==> src/rtl/sccb_cfg_pkg.sv <==
// Shared types and OV7670 register constants for the SCCB configuration sequencer.
package sccb_cfg_pkg;

   typedef enum logic [2:0] {
      IDLE,
      LOAD,
      REQ,
      WAIT_ACK,
      GAP,
      DONE,
      ERROR
   } state_t;

   typedef struct packed {
      logic [7:0] addr;
      logic [7:0] data;
   } sccb_reg_t;

   localparam logic [7:0] COM7  = 8'h12;
   localparam logic [7:0] COM15 = 8'h40;
   localparam logic [7:0] CLKRC = 8'h11;

endpackage

==> src/rtl/sccb_reg_rom.sv <==
// OV7670 register table: index to {addr, data}; unused indices read as zero.
module sccb_reg_rom
   import sccb_cfg_pkg::*;
(
   input  logic [5:0] index,
   output sccb_reg_t  entry
);

   always_comb begin
      entry = '0;
      case (index)
         6'd0:    entry = '{addr: COM7,  data: 8'h80};
         6'd1:    entry = '{addr: COM7,  data: 8'h04};
         6'd2:    entry = '{addr: COM15, data: 8'hD0};
         6'd3:    entry = '{addr: CLKRC, data: 8'h01};
         default: entry = '0;
      endcase
   end

endmodule

==> src/rtl/sccb_config_sequencer.sv <==
// Walks the register ROM and issues one SCCB 3-phase write per entry,
// with gaps, a post-soft-reset settle delay, timeout and retry.
module sccb_config_sequencer
   import sccb_cfg_pkg::*;
#(
   parameter int NUM_REGS          = 4,
   parameter int GAP_CYCLES        = 256,
   parameter int RESET_WAIT_CYCLES = 50000,
   parameter int TIMEOUT_CYCLES    = 200000,
   parameter int MAX_RETRY         = 3
)
(
   input  logic       Clk,
   input  logic       Reset,
   input  logic       start,
   input  logic       sccb_complete,
   output logic       sccb_write3_rq,
   output logic [7:0] sccb_addr,
   output logic [7:0] sccb_data,
   output logic       busy,
   output logic       done,
   output logic       error,
   output logic [5:0] reg_index,
   output logic [1:0] retry_count
);

   localparam int MAX_A = (GAP_CYCLES > RESET_WAIT_CYCLES) ?
                          GAP_CYCLES : RESET_WAIT_CYCLES;
   localparam int MAX_CYC = (MAX_A > TIMEOUT_CYCLES) ?
                            MAX_A : TIMEOUT_CYCLES;
   localparam int CW = $clog2(MAX_CYC + 1);

   typedef logic [CW-1:0] cnt_t;

   localparam cnt_t GAP_LD = cnt_t'(GAP_CYCLES - 1);
   localparam cnt_t RST_LD = cnt_t'(RESET_WAIT_CYCLES - 1);
   localparam cnt_t TMO_LAST = cnt_t'(TIMEOUT_CYCLES - 1);
   localparam logic [5:0] LAST_IDX = 6'(NUM_REGS - 1);

   state_t    state;
   logic [2:0] st_sync;
   logic [2:0] cp_sync;
   logic      start_rise;
   logic      cp_rise;
   logic      gap_retry;
   cnt_t      gap_cnt;
   cnt_t      tmo_cnt;
   sccb_reg_t rom_q;

   sccb_reg_rom u_rom (
      .index (reg_index),
      .entry (rom_q)
   );

   // Both inputs are asynchronous: two flops to settle, a third for the edge.
   always_ff @(posedge Clk or negedge Reset) begin
      if (!Reset) begin
         st_sync    <= '0;
         cp_sync    <= '0;
         start_rise <= 1'b0;
      end else begin
         st_sync    <= {st_sync[1:0], start};
         cp_sync    <= {cp_sync[1:0], sccb_complete};
         start_rise <= st_sync[1] & ~st_sync[2];
      end
   end

   assign cp_rise = cp_sync[1] & ~cp_sync[2];

   always_ff @(posedge Clk or negedge Reset) begin
      if (!Reset) begin
         state          <= IDLE;
         sccb_write3_rq <= 1'b0;
         sccb_addr      <= '0;
         sccb_data      <= '0;
         busy           <= 1'b0;
         done           <= 1'b0;
         error          <= 1'b0;
         reg_index      <= '0;
         retry_count    <= '0;
         gap_retry      <= 1'b0;
         gap_cnt        <= '0;
         tmo_cnt        <= '0;
      end else begin
         unique case (state)
            IDLE, DONE, ERROR: begin
               if (start_rise) begin
                  done        <= 1'b0;
                  error       <= 1'b0;
                  reg_index   <= '0;
                  retry_count <= '0;
                  gap_retry   <= 1'b0;
                  busy        <= 1'b1;
                  state       <= LOAD;
               end
            end
            LOAD: begin
               sccb_addr      <= rom_q.addr;
               sccb_data      <= rom_q.data;
               busy           <= 1'b1;
               sccb_write3_rq <= 1'b1;
               state          <= REQ;
            end
            REQ: begin
               tmo_cnt <= '0;
               state   <= WAIT_ACK;
            end
            WAIT_ACK: begin
               // A completion in the timeout cycle still counts as success.
               if (cp_rise) begin
                  sccb_write3_rq <= 1'b0;
                  gap_retry      <= 1'b0;
                  gap_cnt        <= (reg_index == 6'd0) ? RST_LD : GAP_LD;
                  state          <= GAP;
               end else if (tmo_cnt == TMO_LAST) begin
                  sccb_write3_rq <= 1'b0;
                  if (int'(retry_count) < MAX_RETRY) begin
                     retry_count <= retry_count + 2'd1;
                     gap_retry   <= 1'b1;
                     gap_cnt     <= GAP_LD;
                     state       <= GAP;
                  end else begin
                     busy  <= 1'b0;
                     error <= 1'b1;
                     state <= ERROR;
                  end
               end else if (tmo_cnt != '1) begin
                  tmo_cnt <= tmo_cnt + 1'b1;
               end
            end
            GAP: begin
               if (gap_cnt != '0) begin
                  gap_cnt <= gap_cnt - 1'b1;
               end else if (gap_retry) begin
                  gap_retry <= 1'b0;
                  state     <= LOAD;
               end else if (reg_index == LAST_IDX) begin
                  busy  <= 1'b0;
                  done  <= 1'b1;
                  state <= DONE;
               end else begin
                  reg_index   <= reg_index + 6'd1;
                  retry_count <= '0;
                  state       <= LOAD;
               end
            end
            default: state <= IDLE;
         endcase
      end
   end

endmodule
==> config.mk <==
export PLATFORM = sky130hd
export DESIGN_NAME = sccb_config_sequencer
export DESIGN_NICKNAME = d
export VERILOG_FILES = /design/src/rtl/sccb_cfg_pkg.sv /design/src/rtl/sccb_reg_rom.sv /design/src/rtl/sccb_config_sequencer.sv
export SDC_FILE = /design/constraint.sdc
export NUM_CORES = 1
export LEC_CHECK = 0
export ABC_AREA = 1
export CAP_MARGIN = 20
export CORE_MARGIN = 3
export CORE_UTILIZATION = 63
export CTS_CLUSTER_DIAMETER = 200
export CTS_CLUSTER_SIZE = 24
export DETAILED_ROUTE_END_ITERATION = 16
export GPL_TIMING_DRIVEN = 1
export PLACE_DENSITY = 0.89
export REMOVE_ABC_BUFFERS = 1
export SYNTH_ARGS = -nofsm -noshare
export SYNTH_HDL_FRONTEND = slang
export SYNTH_SLANG_ARGS = --single-unit
==> constraint.sdc <==
create_clock -name Clk -period 5.3 [get_ports Clk]
set_input_delay 1.06 -clock Clk [delete_from_list [all_inputs] [get_ports Clk]]
set_output_delay 1.06 -clock Clk [all_outputs]
set_load 0.02 [all_outputs]
==> metrics.txt, run 1 <==
status=complete, no violations; total I/O pin count=32; Worst-Margin Slew=823 ps; Sw Share=44.6%; Sum Neg Setup Slack=0 ps; Pleak=2.12 nW; Synth Flop Type=dfrtp_1; Starting Density=66.2%; Via density=5.45; Via Count=3519; routed len/inst=13.3 um; clk slew on worst S/H paths=70 ps; post-synthesis mux area share=0%; unrepaired setup endpoints after global routing=no; Comb pwr share=41.4%; ANT nets after route=0; Mean Syn Cell Area=7.32 um^2; Crit path largest cell delay=650 ps; gr busiest metal=met2; CP arrival=1460 ps; maxcap violations=0; Final min period=2520 ps; worst hold slack=357 ps; WP data required=4240 ps; Post-Synth Adder-Cell Area=2.19%; #FFs+latches synth=65; latest clock arrival within the worst-skew pair=340 ps; Reg2Reg Depth=6; gpl congestion=0.916; CP Buf/Inv Count=1; Layout fillers=457; htree depth=3; post_cts resized=0; synth-to-layout area growth=9.78%; Final #Nets=577; post-synthesis compound-gate area fraction=6.36%; top cells by area, synth=dfrtp_1 (41%), nand2_1 (18%), nor2_1 (7.9%), xor2_1 (4.2%), nand3_1 (3.6%); Max Fclk=397 MHz; endpoint class of the critical path=output port; WHS Path Cells=0; DP HPWL=5930 um; part of the power in registers=36.3%; first-pass GRT wire length=14800 um; VDD IR max=0.331 mV; share of the clock period used by the worst path=47.5%; Internal Power=1.05 mW; register area=1630 um^2; NetSw=0.842 mW; Syn Inst Count=545; final slew viol count=0; Crit Path Class=reg2out; EDFF count, synth=0; IO buf count=24; kind of cell adding the most delay to the critical path=buffers and inverters; Hold-fix buffers, CTS=0; WP depth=1; layout cells sized above 1=8.23%; clock network power share=22.3%; CTS Sinks=65; initial antenna violation count=0; pin count of the biggest net entering global routing=66; # diodes=0; Die Height=85.6 um; cell taking the most area after synthesis=dfrtp_1; total gr overflow=0; DRT Wirelength=8600 um; Worst path slowest cell=clkdlybuf4s50_1; Synth Cell Area=3990 um^2; 1st-iter DRT viols=365; vias in the first global route=3329; pwr/cell area=431 nW/um^2; GRT met3 Usage=4.23%; Post-Synth Simple-Gate Area=37.2%; critical path, cell by cell=clkdlybuf4s50_1; relative slew slack=45.2%; clk buf depth=2; CTS tree=yes; core area=6030 um^2; Die X=85.6 um; HP Class=reg2reg; multi-input logic area=2080 um^2; critical path fanouts, max=6; Fin Clk Skew=9.86 ps; post-CTS setup buffer count=0; Num CTS Buffers=9; most numerous cell in the Yosys netlist=nand2_1; largest family of logic cells by synthesized area=simple AND/OR/NAND/NOR gates; Yosys warning total=0; Die ar.=7330 um^2; area fraction of the dominant cell type after synthesis=40.8%; CTS root buf=clkbuf_8; ys async rst share=100%; row count=28; Final setup viols=0; routing usage on met2=40.0%; Residual DRC=0; Synth Area in XOR/XNOR=5.71%; GRT Total Usage=25.2%; sequential share of the synthesized area=40.8%; startpoint types=flop; Pre-Repair DR Iteration Count=5; Hold Vio Cnt, Final=0; number of distinct library cells after synthesis=39; met1 GRT Util=34.1%; commonest cells in the netlist=nand2_1 (196), nor2_1 (84), dfrtp_1 (65)
[sequential cells by signal, summed over array words and instances (netlist names)]
name and flops:
st_sync 3, done 1, gap_cnt 18, gap_retry 1, state 3, sccb_write3_rq 1, tmo_cnt 18, cp_sync 3
reg_index 6, error 1, sccb_addr 2, busy 1, retry_count 2, start_rise 1, sccb_data 4
[per-stage QoR]
stage / setup WS (ps) / cells / util (%) / power, mW / cell area, um^2
finish: 2780 / 646 / 72.7 / 1.89 / 4380
floorplan: 3540 / 530 / - / 1.22 / 3850
detailed placement: 3060 / 630 / 69.5 / 1.46 / 4190
global route: 2750 / 646 / 72.7 / 2.02 / 4380
global placement: 3120 / 630 / 69.5 / 1.42 / 4190
CTS: 2800 / 646 / 72.7 / 1.88 / 4380
[cell type report]
class	count	share of cell area, %
Clock buffer	9	2.83
Clock inverter	7	1.63
Inverter	37	3.23
Multi-Input combinational cell	428	47.5
Sequential cell	65	37.1
Tap cell	75	2.14
Timing Repair Buffer	25	5.54
[power groups by stage]
stage,clock network (mW),registers [mW],logic (mW)
after global routing,0.447,0.697,0.878
after floorplan,0,0.705,0.520
final,0.420,0.685,0.782
after CTS,0.424,0.681,0.777
after detailed placement,0,0.688,0.769
after global placement,0,0.682,0.741
[kinds of logic after synthesis]
family          after synthesis
compound gates               43
xor+xnor                     26
fa+ha+maj                     7
buf+inv                      58
flops                        65
other cells                   1
simple gates                345
[cell usage in the layout (no fill, tap or decap), types with 2 or more instances in the layout]
master,instances
a21boi_0,3
ha_1,7
inv_2,3
nand3_2,2
clkbuf_8,9
inv_1,33
nand4_1,8
clkinvlp_4,3
nor3_4,2
a21oi_1,3
o21ai_2,4
o21ai_1,7
dfrtp_1,65
clkdlybuf4s50_1,23
clkinv_2,2
a21o_1,2
nand3_1,29
nand2_4,2
nand2_1,196
xor2_1,19
xnor2_1,7
nor2_4,4
nor3_1,4
nand2_2,8
nor2_1,84
o21ai_0,21
conb_1,7
[path summary, 6_finish.rpt]
check                        startpoint      endpoint  slack, ps
setup / recovery           reg_index[2]  reg_index[2]       2780
hold / removal               cp_sync[0]    cp_sync[1]        360
setup reg to reg               state[2]    gap_cnt[7]       2990
hold reg to reg              cp_sync[0]    cp_sync[1]        360
max in group asynchronous         Reset  sccb_addr[4]       3860
min in group asynchronous         Reset    tmo_cnt[4]        880
[per-layer routing]
layer,part of all wire (%),up-vias
met5,0,-
met4,2.3,0
met3,5.8,24
met2,47,134
met1,45,1628
li1,-,1733
(Power assumes the default switching activity.)
==> inputs of run 2 (changes only) <==
--- a/config.mk
+++ b/config.mk
@@ -8,12 +8,12 @@
 export ABC_AREA = 1
 export CAP_MARGIN = 20
 export CORE_MARGIN = 3
-export CORE_UTILIZATION = 63
+export CORE_UTILIZATION = 53
 export CTS_CLUSTER_DIAMETER = 200
 export CTS_CLUSTER_SIZE = 24
 export DETAILED_ROUTE_END_ITERATION = 16
 export GPL_TIMING_DRIVEN = 1
-export PLACE_DENSITY = 0.89
+export PLACE_DENSITY = 0.81
 export REMOVE_ABC_BUFFERS = 1
 export SYNTH_ARGS = -nofsm -noshare
 export SYNTH_HDL_FRONTEND = slang
==> constraint.sdc (replaced) <==
create_clock -name Clk -period 2.1 [get_ports Clk]
set_input_delay 0.42 -clock Clk [delete_from_list [all_inputs] [get_ports Clk]]
set_output_delay 0.42 -clock Clk [all_outputs]
set_load 0.02 [all_outputs]
==> run 2 against run 1 <==
Routed wire length shrank 2.1%. Register-to-register slack lost 2800 ps. Hold slack lost 270 ps. Critical path depth grew 10. Global-route usage shrank 4.2 points. Clock skew shrank 2.8 ps. Total power grew to 2.5 times the previous value. Combinational power grew to 2.6 times the previous value. Largest power group unchanged.
==> metrics.txt, run 2 (synthesis results as in run 1) <==
kind of cell adding the most delay to the critical path=simple AND/OR/NAND/NOR gates; leading cell type in the layout, fill and taps excluded=nand2_1; maxcap violations=0; register area=1630 um^2; IO buf count=24; Worst path slowest cell=dfrtp_1; endpoint class of the critical path=flop; htree depth=3; status=complete, no violations; Final setup viols=0; ANT nets after route=0; total power=4.76 mW; latest clock arrival within the worst-skew pair=340 ps; part of the power in registers=36.3%; initial antenna violation count=0; total I/O pin count=32; clk buf depth=2; pwr/cell area=1060 nW/um^2; critical path, cell by cell=inv_1 > ha_1 > nand2_2 > nor2_4 > nand3_2 > nand2_2 > nand2_2 > nand2_8 > buf_4 > nand2_1 > nand2_1; VDD IR max=0.773 mV; Worst Setup SP=gap_cnt[0]; most used cell, CP=nand2_2; fin area=4480 um^2; CTS tree=yes; DP HPWL=6090 um; met1 GRT Util=28.9%; Die ar.=8610 um^2; CP Buf/Inv Count=2; DRT Wirelength=8420 um; 1st-iter DRT viols=185; Fin Clk Skew=7.04 ps; total gr overflow=0; worst hold slack=87.1 ps; HP Class=in2async; Residual DRC=0; pin count of the biggest net entering global routing=66; most frequent cells in the layout=nand2_1 (196), nor2_1 (84), dfrtp_1 (65), inv_1 (33), nand3_1 (29); Hold-fix buffers, CTS=0; GRT met3 Usage=5.04%; clock network power share=21.7%; Core Util, Final=61.4%; routed len/inst=12.5 um; Internal Power=2.73 mW; startpoint types=flop; Die X=92.8 um; gr busiest metal=met2; share of the clock period used by the worst path=91.2%; CTS Sinks=65; Num CTS Buffers=9; registers with the most flip-flops=gap_cnt x18, tmo_cnt x18, reg_index x6; clk slew on worst S/H paths=70 ps; NetSw=2.03 mW; layout cells sized above 1=9.20%; GRT Total Usage=21.0%; WP data required=2380 ps; routing usage on met2=32.5%; CTS root buf=clkbuf_8; Via Count=3423; Max Fclk=522 MHz; final slew viol count=0; Via density=5.07; Layout fillers=655; Crit Path Class=reg2reg; Crit path largest cell delay=420 ps; core area=7290 um^2; Die Height=92.8 um; vias in the first global route=3172; critical path fanouts, max=23; Pleak=2.16 nW; first-pass GRT wire length=14500 um; gpl congestion=0.926; # diodes=0; Starting Density=54.7%; Hold Vio Cnt, Final=0; unrepaired setup endpoints after global routing=no; synth-to-layout area growth=12.3%; R2R Path Start=gap_cnt[0]; Sw Share=42.6%; Sum Neg Setup Slack=0 ps; multi-input logic area=2100 um^2; row count=31; Pre-Repair DR Iteration Count=4; Comb pwr share=42.0%; Final min period=1920 ps; CP arrival=2200 ps; Cell Area, Placed=4280 um^2; Final #Nets=584
-- run 2: path summary, 6_finish.rpt --
kind	end	slack, ps	depth (start not counted)
hold reg to reg	cp_sync[1]	360	0
max in group asynchronous	state[2]	1720	2
setup reg to reg	gap_cnt[16]	180	11
setup / recovery	gap_cnt[16]	180	11
hold / removal	tmo_cnt[12]	90	2
min in group Clk	cp_sync[1]	360	0
-- run 2: area by class of cell --
class	count	area share [%]
Tap cell	99	2.76
Multi-Input combinational cell	428	46.8
Clock inverter	3	0.949
Clock buffer	11	3.16
Inverter	37	3.16
Timing Repair Buffer	32	6.87
Sequential cell	65	36.3
-- run 2: worst reg2reg max path, cell delays in order, from the launching register on --
cell and delay, ps:
dfrtp_1 420, inv_1 90, ha_1 230, nand2_2 120, nor2_4 150, nand3_2 110, nand2_2 160, nand2_2 110
nand2_8 160, buf_4 170, nand2_1 60, nand2_1 70
-- run 2: routing by layer --
metal | wire length (um) | up-vias
li1 | - | 1747
met1 | 3990 | 1579
met2 | 3870 | 85
met3 | 424 | 12
met4 | 127 | 0
met5 | 0 | -
-- run 2: per-stage QoR --
step,setup slack (ps),cells
floorplan,344,530
global placement,268,661
detailed placement,164,661
CTS,154,675
global route,37.1,675
finish,185,675
-- run 2: repair_timing --
item | in CTS | in global routing
resized for setup | 0 | 3
setup endpoints to repair | 0 | 11
hold endpoints to repair | 0 | 0
setup buffers | 0 | 0
-- run 2: power by group through the flow --
stage | registers [mW] | clock network, mW | logic [mW]
finish | 1.73 | 1.03 | 2.00
CTS | 1.73 | 1.06 | 1.98
global route | 1.77 | 1.11 | 2.28
global placement | 1.74 | 0 | 1.92
floorplan | 1.78 | 0 | 1.31
detailed placement | 1.75 | 0 | 1.97
==> inputs of run 3 (changes only) <==
--- a/config.mk
+++ b/config.mk
@@ -8,12 +8,13 @@
 export ABC_AREA = 1
 export CAP_MARGIN = 20
 export CORE_MARGIN = 3
-export CORE_UTILIZATION = 53
+export CORE_UTILIZATION = 55
+export CTS_BUF_LIST = sky130_fd_sc_hd__clkbuf_8
 export CTS_CLUSTER_DIAMETER = 200
 export CTS_CLUSTER_SIZE = 24
 export DETAILED_ROUTE_END_ITERATION = 16
 export GPL_TIMING_DRIVEN = 1
-export PLACE_DENSITY = 0.81
+export PLACE_DENSITY = 0.83
 export REMOVE_ABC_BUFFERS = 1
 export SYNTH_ARGS = -nofsm -noshare
 export SYNTH_HDL_FRONTEND = slang
==> run 3 against run 2 <==
Sequential power is essentially flat. Core utilization grew 3.5 points. Design area grew 0.11%. Via count grew 1.9%. First-iteration DRC count shrank 23%. Register-to-register slack is essentially flat. Clock skew grew 4.3 ps. Cell count shrank 0.30%. Critical path depth is the same. Die area shrank 3.4%. Worst setup slack gained 1.5 ps.
==> metrics.txt, run 3 (synthesis results as in run 1) <==
Crit path largest cell delay=420 ps; NetSw=2.04 mW; GRT met3 Usage=3.48%; Hold-fix buffers, CTS=0; part of the power in registers=35.9%; Pre-Repair DR Iteration Count=4; 1st-iter DRT viols=142; routing usage on met2=32.4%; Layout fillers=592; Worst-Margin Slew=573 ps; WP data required=2340 ps; DP HPWL=6180 um; most used cell, CP=nand2_2; Die Height=91.2 um; CTS tree=yes; Fin Clk Skew=11.3 ps; row count=30; total I/O pin count=32; Worst path slowest cell=dfrtp_1; leading cell type in the layout, fill and taps excluded=nand2_1; Placed Cells incl. Taps=658; htree depth=3; fin area=4490 um^2; Cell Area, Placed=4280 um^2; routed len/inst=12.6 um; total gr overflow=0; Internal Power=2.76 mW; clk slew on worst S/H paths=70 ps; vias in the first global route=3240; dpl ws=158 ps; Sum Neg Setup Slack=0 ps; CTS root buf=clkbuf_8; relative slew slack=61.8%; clock network power share=22.0%; status=complete, no violations; maxcap violations=0; first-pass GRT wire length=14500 um; registers with the most flip-flops=gap_cnt x18, tmo_cnt x18, reg_index x6; layout cells sized above 1=9.19%; VDD IR max=0.744 mV; Die X=91.2 um; Sw Share=42.5%; kind of cell adding the most delay to the critical path=simple AND/OR/NAND/NOR gates; final slew viol count=0; Via Count=3489; Final setup viols=0; Residual DRC=0; clk buf depth=2; Starting Density=57.8%; core area=6910 um^2; ANT nets after route=0; DRT Wirelength=8460 um; # diodes=0; HP Class=in2async; Final #Nets=584; CP Buf/Inv Count=2; critical path fanouts, max=27; Hold Vio Cnt, Final=0; unrepaired setup endpoints after global routing=no; Die ar.=8310 um^2; latest clock arrival within the worst-skew pair=340 ps; Num CTS Buffers=9; critical path, cell by cell=inv_1 > ha_1 > nand2_2 > nor2_4 > nand3_2 > nand2_2 > nand2_2 > nand2_8 > inv_2 > nand2_1 > nand2_1; final std cells w/o fill=673; initial antenna violation count=0; pwr/cell area=1070 nW/um^2; IO buf count=24; Via density=5.18; Core Util, Final=64.9%; Max Fclk=523 MHz; Comb pwr share=42.0%; Crit Path Class=reg2reg; met1 GRT Util=30.0%; Final min period=1910 ps; share of the clock period used by the worst path=91.1%; gpl congestion=0.931; Pleak=2.18 nW; final worst setup slack=186 ps; most frequent cells in the layout=nand2_1 (196), nor2_1 (84), dfrtp_1 (65), inv_1 (34), nand3_1 (29); endpoint class of the critical path=flop; CP arrival=2150 ps; startpoint types=flop; gr busiest metal=met2; synth-to-layout area growth=12.4%; GRT Total Usage=21.1%; post-CTS setup buffer count=0; pin count of the biggest net entering global routing=43; CTS Sinks=65
-- run 3: changes by cell type in the layout (fill, tap and decap cells not counted) --
cell	before	now
clkbuf_1	1	0
clkbuf_8	10	11
clkinv_2	1	2
clkinvlp_4	1	0
ha_1	6	7
ha_2	1	0
inv_1	33	34
-- run 3: worst paths after layout --
kind	startpoint	to	slack, ps	depth (start not counted)
setup / recovery	gap_cnt[0]	gap_cnt[15]	190	11
hold / removal	Reset	tmo_cnt[11]	70	1
max in group asynchronous	Reset	tmo_cnt[6]	1410	2
hold reg to reg	st_sync[0]	st_sync[1]	360	0
min in group Clk	st_sync[0]	st_sync[1]	360	0
setup reg to reg	gap_cnt[0]	gap_cnt[15]	190	11
-- run 3: routing by layer --
metal / vias to the layer above / share of wire (%) / wire length [um]
li1: 1756 / - / -
met3: 14 / 5.5 / 466
met1: 1632 / 48 / 4030
met5: - / 0 / 0
met2: 87 / 45 / 3830
met4: 0 / 1.6 / 134
-- run 3: area by class of cell --
cell class / count / area, um^2 / share of cell area (%)
sequential: 65 / 1630 / 36.3
clock inverter: 4 / 43.8 / 0.976
inverter: 37 / 141 / 3.15
multi-input combinational: 428 / 2090 / 46.7
timing repair buffer: 32 / 308 / 6.86
tap: 96 / 120 / 2.68
clock buffer: 11 / 151 / 3.38
-- run 3: power groups by stage --
| stage | sequential, mW | combinational [mW] | clock [mW] |
|---|---|---|---|
| 2_1_floorplan | 1.78 | 1.31 | 0 |
| 3_3_place_gp | 1.73 | 1.91 | 0 |
| 3_5_place_dp | 1.74 | 1.97 | 0 |
| 4_1_cts | 1.72 | 1.99 | 1.07 |
| 5_1_grt | 1.76 | 2.29 | 1.12 |
| 6_report | 1.72 | 2.02 | 1.06 |
-- run 3: through the flow --
| stage | hold slack (ps) | total power [mW] |
|---|---|---|
| final | 67.7 | 4.80 |
| after global routing | 100 | 5.17 |
| after CTS | 84.5 | 4.79 |
| after detailed placement | 336 | 3.71 |
| after global placement | 344 | 3.65 |
| after floorplan | 124 | 3.09 |
-- run 3: timing repair --
item,in CTS,in global routing
endpoints found under the setup margin,0,11
endpoints found under the hold margin,0,0
resized for setup,0,2
